--- src/rtl/avm_rd_arbiter.sv ---
// ---------------------------------------------------------------------------
// avm_rd_arbiter
//
// Round-robin arbiter that merges NREQ Avalon-MM read-only requesters onto a
// single 16-bit Avalon-MM read master. The requester id of every accepted read
// is pushed into a tag FIFO. Read data returns in issue order, so the head of
// the FIFO tells which requester owns each returned word.
//
// Parameters
//   NREQ      number of read requesters (2..4)
//   TAGDEPTH  maximum number of accepted, not yet returned reads (power of 2)
//
// Ports
//   clk                   single clock, rising edge
//   reset                 asynchronous, active-low reset
//   s_read[NREQ]          per-requester read request
//   s_address[32*NREQ]    per-requester address, slice i = [32*i +: 32]
//   s_waitrequest[NREQ]   per-requester stall (0 only for the accepted id)
//   s_readdata[16]        returned word, shared by all requesters
//   s_readdatavalid[NREQ] one-hot return strobe
//   avm_m0_*              shared read master (write side tied off)
//   err                   sticky: a return arrived with no outstanding read
// ---------------------------------------------------------------------------
module avm_rd_arbiter #(
    parameter int NREQ     = 2,
    parameter int TAGDEPTH = 8
) (
    input  logic                 clk,
    input  logic                 reset,
    input  logic [NREQ-1:0]      s_read,
    input  logic [32*NREQ-1:0]   s_address,
    output logic [NREQ-1:0]      s_waitrequest,
    output logic [15:0]          s_readdata,
    output logic [NREQ-1:0]      s_readdatavalid,
    output logic                 avm_m0_read,
    output logic                 avm_m0_write,
    output logic [15:0]          avm_m0_writedata,
    output logic [31:0]          avm_m0_address,
    output logic [1:0]           avm_m0_byteenable,
    input  logic [15:0]          avm_m0_readdata,
    input  logic                 avm_m0_readdatavalid,
    input  logic                 avm_m0_waitrequest,
    output logic                 err
);

    localparam int ID_W  = (NREQ > 2) ? 2 : 1;
    localparam int PTR_W = (TAGDEPTH > 1) ? $clog2(TAGDEPTH) : 1;
    localparam int CNT_W = PTR_W + 1;

    // Arbitration state
    logic [ID_W-1:0]  rr;
    logic             lock;
    logic [ID_W-1:0]  lock_id;
    logic [ID_W-1:0]  rr_grant;
    logic [ID_W-1:0]  grant;

    // Tag FIFO state
    logic [ID_W-1:0]  tag_mem [TAGDEPTH];
    logic [PTR_W-1:0] wr_ptr;
    logic [PTR_W-1:0] rd_ptr;
    logic [CNT_W-1:0] count;
    logic             full;
    logic             empty;
    logic [ID_W-1:0]  head_id;

    logic             issue;
    logic             accept;
    logic             pop;

    assign avm_m0_write      = 1'b0;
    assign avm_m0_writedata  = 16'h0000;
    assign avm_m0_byteenable = 2'b11;

    assign full    = (count == CNT_W'(TAGDEPTH));
    assign empty   = (count == '0);
    assign head_id = tag_mem[rd_ptr];

    // Round-robin search: first requesting id starting at rr, wrapping at NREQ.
    // NOTE: every signal written in an always_comb gets a default at the top;
    // a path that leaves it unassigned would infer a latch.
    always_comb begin
        logic found;
        int   idx;
        rr_grant = rr;
        found    = 1'b0;
        for (int k = 0; k < NREQ; k++) begin
            idx = int'(rr) + k;
            if (idx >= NREQ) begin
                idx = idx - NREQ;
            end
            if (!found && s_read[idx]) begin
                found    = 1'b1;
                rr_grant = ID_W'(idx);
            end
        end
    end

    // A stalled request keeps its grant until the memory takes it, so the
    // address never changes under an asserted waitrequest.
    assign grant = lock ? lock_id : rr_grant;

    // Issue is held off whenever the FIFO is full, even if a pop is in flight
    // this cycle; the freed slot is used from the next cycle on.
    assign issue  = reset & (|s_read) & ~full;
    assign accept = issue & ~avm_m0_waitrequest;
    assign pop    = reset & avm_m0_readdatavalid & ~empty;

    assign avm_m0_read    = issue;
    assign avm_m0_address = s_address[32*grant +: 32];

    always_comb begin
        s_waitrequest   = '1;
        s_readdatavalid = '0;
        s_readdata      = 16'h0000;
        if (accept) begin
            s_waitrequest[grant] = 1'b0;
        end
        if (pop) begin
            s_readdatavalid[head_id] = 1'b1;
            s_readdata               = avm_m0_readdata;
        end
    end

    // NOTE: sequential state uses non-blocking assignments so every flop
    // samples the pre-edge values regardless of statement order.
    always_ff @(posedge clk or negedge reset) begin
        if (!reset) begin
            rr      <= '0;
            lock    <= 1'b0;
            lock_id <= '0;
            wr_ptr  <= '0;
            rd_ptr  <= '0;
            count   <= '0;
            err     <= 1'b0;
        end else begin
            if (accept) begin
                rr   <= (int'(grant) == NREQ - 1) ? '0 : grant + 1'b1;
                lock <= 1'b0;
            end else if (issue && avm_m0_waitrequest) begin
                lock    <= 1'b1;
                lock_id <= grant;
            end

            if (accept) begin
                wr_ptr <= wr_ptr + 1'b1;
            end
            if (pop) begin
                rd_ptr <= rd_ptr + 1'b1;
            end
            case ({accept, pop})
                2'b10:   count <= count + 1'b1;
                2'b01:   count <= count - 1'b1;
                default: count <= count;
            endcase

            if (avm_m0_readdatavalid && empty) begin
                err <= 1'b1;
            end
        end
    end

    // NOTE: the tag storage has no reset; entries are only read between a
    // push and its pop, and clearing the pointers makes stale contents dead.
    always_ff @(posedge clk) begin
        if (accept) begin
            tag_mem[wr_ptr] <= grant;
        end
    end

endmodule

--- config.mk ---
export PLATFORM = sky130hd
export DESIGN_NAME = avm_rd_arbiter
export DESIGN_NICKNAME = d
export VERILOG_FILES = /design/src/rtl/avm_rd_arbiter.sv
export SDC_FILE = /design/constraint.sdc
export NUM_CORES = 1
export LEC_CHECK = 0
export BUFFER_PORTS_ARGS = -buffer_cell sky130_fd_sc_hd__buf_2
export CELL_PAD_IN_SITES_DETAIL_PLACEMENT = 1
export CELL_PAD_IN_SITES_GLOBAL_PLACEMENT = 1
export CORE_MARGIN = 5
export CORE_UTILIZATION = 28
export DETAILED_ROUTE_END_ITERATION = 10
export GPL_TIMING_DRIVEN = 0
export PLACE_DENSITY_LB_ADDON = 0.1
export SLEW_MARGIN = 20
export SYNTH_ARGS = -nofsm -noshare
export SYNTH_HDL_FRONTEND = slang
export SYNTH_SLANG_ARGS = --single-unit
--- constraint.sdc ---
create_clock -name clk -period 5.7 [get_ports clk]
set_input_delay 1.14 -clock clk [delete_from_list [all_inputs] [get_ports clk]]
set_output_delay 1.14 -clock clk [all_outputs]
set_load 0.01 [all_outputs]
==> metrics.md, run 1 <==
| Metric | Value |
|---|---|
| Outcome | `complete, no violations` |
| Post-route setup slack | `1.91 ns` |
| Worst-path cell with the longest stage delay | `mux2i_4` |
| CTS Hold Bufs | `0` |
| CP Max Fanout | `10` |
| Register area share after synthesis | `0.329` |
| Layout cells sized above 1 | `0.635` |
| Cell breakdown of the critical path | `buf_2, inv_1, maj3_2, mux2i_4, buf_6, mux2_2, buf_2` |
| Detailed-route via count | `1730` |
| Post-DP HPWL | `5.08 mm` |
| Post-Synthesis Cells | `163` |
| Fmax | `264 MHz` |
| Final core occ | `0.433` |
| Post-CTS Setup Bufs | `0` |
| Clock Path Buffers | `2` |
| Max-slew headroom | `0.623` |
| Total power | `981 uW` |
| Fill count | `777` |
| Residual overflow from global routing | `0` |
| Row cnt | `29` |
| # clock sinks | `22` |
| Routed WL | `5.77 mm` |
| Final nets | `415` |
| Initial DRC Count | `43` |
| Worst hold slack | `0.489 ns` |
| Top FF cell, synth | `dfrtp_1` |
| Vias in the first global route | `1866` |
| Pwr per Cell Area | `361 nW/um^2` |
| Worst slew pin tran | `0.564 ns` |
| Mean Syn Cell Area | `11.0 um^2` |
| Die ar. | `8100 um^2` |
| CP required | `4.56 ns` |
| Dominant cells by area after synthesis | `dfrtp_1, mux2_2, edfxtp_1` |
| Post-CTS sizing | `0` |
| Leakage Power | `1.41 nW` |
| Dpl ws | `1.88 ns` |
| Crit end category | `output pin` |
| Total GRT Usage | `0.136` |
| Final Hold Fails | `0` |
| Unrepaired setup endpoints after global routing | `false` |
| Final Cycle Share | `0.664` |
| Worst path max stage delay | `0.36 ns` |
| WS Path Type | `in2out` |
| CTS tree | `done` |
| Finished Layout Cells | `400` |
| Fin Setup TNS | `0 ns` |
| H-Tree Level Count | `1` |
| DRC viols | `0` |
| Initial Util | `0.286` |
| Cts bufs inserted | `3` |
| Pre-antenna DRT Iters | `4` |
| Setup violations, final | `0` |
| Initial antenna violation count | `0` |
| Die Y | `90.0 um` |
| Global-route wire length before repair | `9.29 mm` |
| Syn Std Cell Area | `1790 um^2` |
| Ys async rst share | `0.636` |
| Layout area overhead | `51.7%` |
| Synth Register Bits | `22` |
| Ant. Diodes | `0` |
| Setup Skew | `0.00205 ns` |
| Clk_lat worst skew | `0.26 ns` |
| Antenna viol nets, final | `0` |
| Finished Cell Area | `2720 um^2` |
| Netlist cell types | `35` |
| Placed insts | `396` |
| Ys Warns | `0` |
| Most common cell on crit path | `buf_2` |
| Post-synth EDFFs | `8` |
| IO Count | `159` |
| Worst VDD drop | `190 uV` |
| Final Max Tran Viols | `0` |
| Vias per inst | `4.33` |
| Yosys top cell by area | `dfrtp_1` |
| Fin crit period | `3.79 ns` |
| IO Port Bufs | `139` |
| Startpoint types | `primary input` |
| Routed length per placed instance | `14.4 um` |
| Worst Hold Class | `reg2reg` |
| Placed inst area | `2650 um^2` |
| Maxcap violations | `0` |
| Core area | `6280 um^2` |
| Arr. time, crit path | `2.65 ns` |
| GP Congestion | `0.719` |
| Die Wd | `90.0 um` |
| Clk pin slew, worst setup/hold paths | `0.08 ns` |
| Pin count of the biggest net entering global routing | `17` |
| Synth top area share | `0.195` |
| Clk root buf | `clkbuf_8` |
==> metal layers <==
layer | vias to the layer above | track usage | share of wire
met5 | - | 0 | 0
met4 | 0 | 0.0298 | 0.0069
met3 | 4 | 0.0509 | 0.11
met2 | 96 | 0.243 | 0.50
met1 | 781 | 0.153 | 0.38
li1 | 849 | - | -
==> sequential cells by signal, indices dropped and copies added (netlist names) <==
name,flops
rr,1
count,4
lock_id,1
tag_mem,8
err,1
wr_ptr,3
lock,1
rd_ptr,3
==> worst paths after layout <==
check | cells past startpoint | slack [ns] | start | endpoint
worst max-delay path | 7 | 1.91 | s_read[0] | avm_m0_address[14]
worst min-delay path | 1 | 0.49 | err | err
worst min register to register | 1 | 0.49 | err | err
min in group asynchronous | 1 | 0.78 | reset | rr
max in group asynchronous | 1 | 4.65 | reset | rd_ptr[1]
worst max register to register | 10 | 3.08 | count[1] | count[2]
==> critical path, delay by kind of cell <==
family,cells,cell delay (ns)
muxes,2,0.70
buffers and inverters,4,0.48
adders and majority gates,1,0.31
==> cell type report <==
cell class                 instances  area [um^2]  area share
buffer                            25          203      0.0745
clock buffer                       3         41.3      0.0152
clock inverter                     1         30.0      0.0110
inverter                           6         22.5     0.00828
multi-input combinational        127         1040       0.383
sequential                        22          591       0.217
tap                               77         96.3      0.0354
timing repair buffer             139          696       0.256
==> kinds of logic (layout without fill, tap and decap cells) <==
logic type | Yosys count | in the layout | synth area share
other | 2 | 19 | 0.00419
flip-flops | 22 | 22 | 0.329
AO/OA/AOI/OAI | 7 | 7 | 0.0272
buffers and inverters | 31 | 174 | 0.126
AND/OR/NAND/NOR | 45 | 45 | 0.151
multiplexers | 41 | 41 | 0.277
adder cells (fa/ha/maj) | 6 | 6 | 0.0412
XOR/XNOR | 9 | 9 | 0.0440
==> where the power goes <==
part | leakage (nW) | internal (mW) | switching [mW]
registers | 0.235 | 0.226 | 0.0608
logic | 1.13 | 0.297 | 0.251
clock network | 0.0357 | 0.0938 | 0.0530
total | 1.41 | 0.616 | 0.364
==> cells in the mapped netlist (3+ instances only) <==
cell type and n:
nand2b_1 3, xnor2_1 4, nor2_1 5, and2_1 17, buf_6 5, inv_1 6
dfrtp_1 14, ha_1 5, mux2_1 5, edfxtp_1 8, buf_4 19, nor4_1 3
nand2_1 5, xor2_1 5, nor4b_1 3, mux2_2 30
==> layout by cell type, fill, tap and decap left out, types with 2 or more instances in the layout <==
cell / n
a21oi_1: 2
nor4_1: 3
nor2_1: 5
conb_1: 19
clkbuf_8: 3
mux2_2: 30
buf_4: 19
and2_1: 17
nor4b_1: 3
inv_1: 6
nand2_1: 5
nand3b_1: 2
ha_1: 5
xnor2_1: 4
mux4_2: 2
xor2_1: 5
mux2i_1: 2
buf_2: 139
dfrtp_1: 14
nor3_1: 2
nand2b_1: 3
mux2_1: 5
edfxtp_1: 8
buf_6: 5
o21ai_0: 2
Note: power is estimated with default switching activity, not from simulation.
==> inputs of run 2 (changes only) <==
- CORE_UTILIZATION: 28 -> 24
- clock period: 5.7 -> 3.45 ns (I/O delays scaled with it)
==> metrics.md, run 2 (same netlist as run 1, synthesis figures left out) <==
| Metric | Value |
|---|---|
| Met2 GRT Util | `0.226` |
| Die ar. | `9300 um^2` |
| Die Y | `96.4 um` |
| Clk root buf | `clkbuf_8` |
| Leading cell type in the layout, fill and taps excluded | `buf_2` |
| CP required | `3.60 ns` |
| Seq. cell area | `591 um^2` |
| Routed length per placed instance | `13.9 um` |
| Pin count of the biggest net entering global routing | `17` |
| Worst VDD drop | `219 uV` |
| Initial Util | `0.247` |
| Most Crowded Layer GR | `met2` |
| Crit end category | `flop` |
| Met1 Usage GRT | `0.141` |
| Total power | `1.62 mW` |
| Most frequent cells in the layout | `buf_2, mux2_2, buf_4, conb_1, and2_1` |
| Setup violations, final | `0` |
| Grt met3 use | `0.0627` |
| Layout area overhead | `53.2%` |
| Fin Setup TNS | `0 ns` |
| DRC viols | `0` |
| Final core occ | `0.379` |
| CTS tree | `done` |
| IO Count | `159` |
| Row cnt | `31` |
| Final Hold Fails | `0` |
| Global-route wire length before repair | `9.31 mm` |
| Max reg flops | `8` |
| Unrepaired setup endpoints after global routing | `false` |
| Clock Path Buffers | `2` |
| Top reg by flops | `tag_mem` |
| Arr. time, crit path | `3.06 ns` |
| Residual overflow from global routing | `0` |
| IO Port Bufs | `139` |
| Max-slew headroom | `0.636` |
| Worst Hold Class | `in2async` |
| Pre-antenna DRT Iters | `3` |
| Placed inst area | `2680 um^2` |
| Initial DRC Count | `67` |
| # clock sinks | `22` |
| Ant. Diodes | `0` |
| Final Cycle Share | `0.843` |
| Post-CTS sizing | `0` |
| CP Max Fanout | `16` |
| Clk pin slew, worst setup/hold paths | `0.08 ns` |
| Core area | `7250 um^2` |
| Clk_lat worst skew | `0.26 ns` |
| Initial antenna violation count | `1` |
| Setup Skew | `0.00242 ns` |
| Routed WL | `5.85 mm` |
| GP Congestion | `0.823` |
| Largest regs | `tag_mem: 8 flops, count: 4 flops` |
| Maxcap violations | `0` |
| Layout cells sized above 1 | `0.635` |
| WS Path Type | `in2reg` |
| Startpoint types | `primary input` |
| Fmax | `344 MHz` |
| Vias per inst | `4.21` |
| Final Max Tran Viols | `0` |
| Vias in the first global route | `1916` |
| Outcome | `complete, no violations` |
| Footprint of the multi-input gates | `1040 um^2` |
| Leakage Power | `1.41 nW` |
| H-Tree Level Count | `1` |
| Worst slew pin tran | `0.545 ns` |
| Post-CTS Setup Bufs | `0` |
| Fill count | `909` |
| Fin crit period | `2.91 ns` |
| Die Wd | `96.4 um` |
| Final nets | `415` |
| Detailed-route via count | `1777` |
| CTS Hold Bufs | `0` |
| Pwr per Cell Area | `590 nW/um^2` |
| Finished Cell Area | `2750 um^2` |
| Post-DP HPWL | `5.19 mm` |
| Total GRT Usage | `0.127` |
| Antenna viol nets, final | `0` |
| Cts bufs inserted | `3` |
## run 2: cell counts in the layout (fill, tap and decap cells not counted)
No cell type changed its count.
## run 2: final timing paths
check	endpoint	start	depth (start not counted)	slack, ns
worst max-delay path	count[2]	reset	11	0.54
worst min-delay path	rd_ptr[1]	reset	1	0.32
worst max register to register	count[2]	count[1]	10	0.84
worst min register to register	err	err	1	0.49
max in group asynchronous	count[3]	reset	1	2.87
min in group clk	err	err	1	0.49
## run 2: power by group
| group | internal [mW] | switching [mW] |
|---|---|---|
| clock network | 0.155 | 0.0864 |
| logic | 0.489 | 0.416 |
| registers | 0.372 | 0.102 |
## run 2: per-stage QoR
stage	hold WS, ns	cells	worst slack (ns)
after floorplan	0.394	180	0.879
after global placement	0.454	418	0.173
after detailed placement	0.464	418	0.152
after CTS	0.332	422	0.429
after global routing	0.350	422	0.144
final	0.323	422	0.543
## run 2: worst max-delay path: stages
cell,delay (ns)
buf_2,0.31
o21ai_0,0.22
a211oi_2,0.53
inv_1,0.15
ha_1,0.31
xor2_1,0.17
ha_1,0.19
a21oi_1,0.14
xor2_1,0.15
nor2_1,0.06
xor2_1,0.14
## run 2: cell type report
type / count / share of cell area
buffer: 25 / 0.0738
clock buffer: 3 / 0.0150
clock inverter: 1 / 0.0109
inverter: 6 / 0.00820
multi-input combinational: 127 / 0.379
sequential: 22 / 0.215
tap: 99 / 0.0451
timing repair buffer: 139 / 0.253
## run 2: layer usage
metal	up-vias	wire (um)
met5	-	13
met4	2	23
met3	4	865
met2	101	2790
met1	817	2160
li1	853	-
==> inputs of run 3 (changes only) <==
- clock period: 3.45 -> 2.66 ns (I/O delays scaled with it)
==> metrics.md, run 3 (same netlist as run 1, synthesis figures left out) <==
| Metric | Value |
|---|---|
| Final Max Tran Viols | `0` |
| IO Port Bufs | `139` |
| Antenna viol nets, final | `0` |
| IO Count | `159` |
| Core area | `7250 um^2` |
| Routed WL | `5.90 mm` |
| H-Tree Level Count | `1` |
| CTS tree | `done` |
| Max reg flops | `8` |
| Die ar. | `9300 um^2` |
| Total GRT Usage | `0.127` |
| Pre-antenna DRT Iters | `4` |
| Die Y | `96.4 um` |
| WS Path Type | `reg2reg` |
| Outcome | `complete, no violations` |
| Clk root buf | `clkbuf_8` |
| Clk_lat worst skew | `0.26 ns` |
| Final Cycle Share | `0.936` |
| Initial DRC Count | `58` |
| R2R setup slack | `0.17 ns` |
| Ant. Diodes | `0` |
| Detailed-route via count | `1814` |
| Placed inst area | `2680 um^2` |
| Vias per inst | `4.23` |
| Post-DP HPWL | `5.19 mm` |
| Worst-case reg-to-reg path depth | `10` |
| Clock Path Buffers | `2` |
| Dpl ws | `-0.480 ns` |
| RR Endpoint | `count[2]` |
| Global-route wire length before repair | `9.32 mm` |
| Cts bufs inserted | `3` |
| Layout area overhead | `57.1%` |
| Routed length per placed instance | `13.8 um` |
| Fin crit period | `2.49 ns` |
| CP required | `2.81 ns` |
| Largest regs | `tag_mem: 8 flops, count: 4 flops` |
| Placed insts | `418` |
| Post-route setup slack | `0.171 ns` |
| Final core occ | `0.388` |
| Pin count of the biggest net entering global routing | `17` |
| Reg2Reg Launch Point | `count[1]` |
| Residual overflow from global routing | `0` |
| Finished Cell Area | `2820 um^2` |
| Setup violations, final | `0` |
| Row cnt | `31` |
| Fin Setup TNS | `0 ns` |
| Final nets | `422` |
| Leakage Power | `1.44 nW` |
| Unrepaired setup endpoints after global routing | `false` |
| Initial antenna violation count | `1` |
| CP Max Fanout | `11` |
| Leading cell type in the layout, fill and taps excluded | `buf_2` |
| Arr. time, crit path | `2.64 ns` |
| Top reg by flops | `tag_mem` |
| Worst hold slack | `0.170 ns` |
| Finished Layout Cells | `429` |
| Layout cells sized above 1 | `0.661` |
| Maxcap violations | `0` |
| Startpoint types | `flop` |
| Pwr per Cell Area | `777 nW/um^2` |
| Fmax | `402 MHz` |
| Final Hold Fails | `0` |
| # clock sinks | `22` |
| Total power | `2.19 mW` |
| GP Congestion | `0.823` |
| Most frequent cells in the layout | `buf_2, mux2_2, buf_4` |
| Crit end category | `flop` |
| Setup Skew | `0.00150 ns` |
| DRC viols | `0` |
| Die Wd | `96.4 um` |
| Initial Util | `0.247` |
| Clk pin slew, worst setup/hold paths | `0.08 ns` |
| Vias in the first global route | `1919` |
| Worst VDD drop | `284 uV` |
| Worst Hold Class | `in2async` |
## run 3: what timing repair did
action	4_1_cts	5_1_grt
resized for setup	0	7
pin swaps	1	0
endpoints found under the setup margin	3	26
hold buffers	0	0
buffers inserted	1	6
## run 3: worst max path at each step
stage / startpoint / end / slack (ns)
after floorplan: count[1] / count[2] / 0.21
after global placement: reset / count[2] / -0.46
after detailed placement: reset / count[2] / -0.48
after CTS: count[1] / count[2] / 0.03
after global routing: count[1] / count[2] / 0.02
final: count[1] / count[2] / 0.17
## run 3: area by class of cell
type | instances | area [um^2]
Buffer | 25 | 203
Inverter | 6 | 22.5
Clock inverter | 1 | 30.0
Sequential cell | 22 | 594
Timing Repair Buffer | 146 | 748
Fill cell | 909 | 4440
Multi-Input combinational cell | 127 | 1050
Tap cell | 99 | 124
Clock buffer | 3 | 41.3
## run 3: power by group
| group | switching, mW | internal, mW |
|---|---|---|
| sequential | 0.119 | 0.488 |
| clock | 0.112 | 0.201 |
| combinational | 0.571 | 0.697 |
| total | 0.801 | 1.39 |
## run 3: routing by layer
layer | share of wire | track usage
met3 | 0.15 | 0.0627
met2 | 0.48 | 0.226
met1 | 0.37 | 0.142
met4 | 0.0039 | 0.0140
met5 | 0.0022 | 0
## run 3: worst max-delay path: stages, from the launching register on
cell,delay [ns]
dfrtp_2,0.44
or4_4,0.54
and3_4,0.22
buf_6,0.14
ha_2,0.21
xor2_1,0.15
ha_1,0.18
a21oi_1,0.14
xor2_1,0.16
nor2_1,0.06
xor2_1,0.14
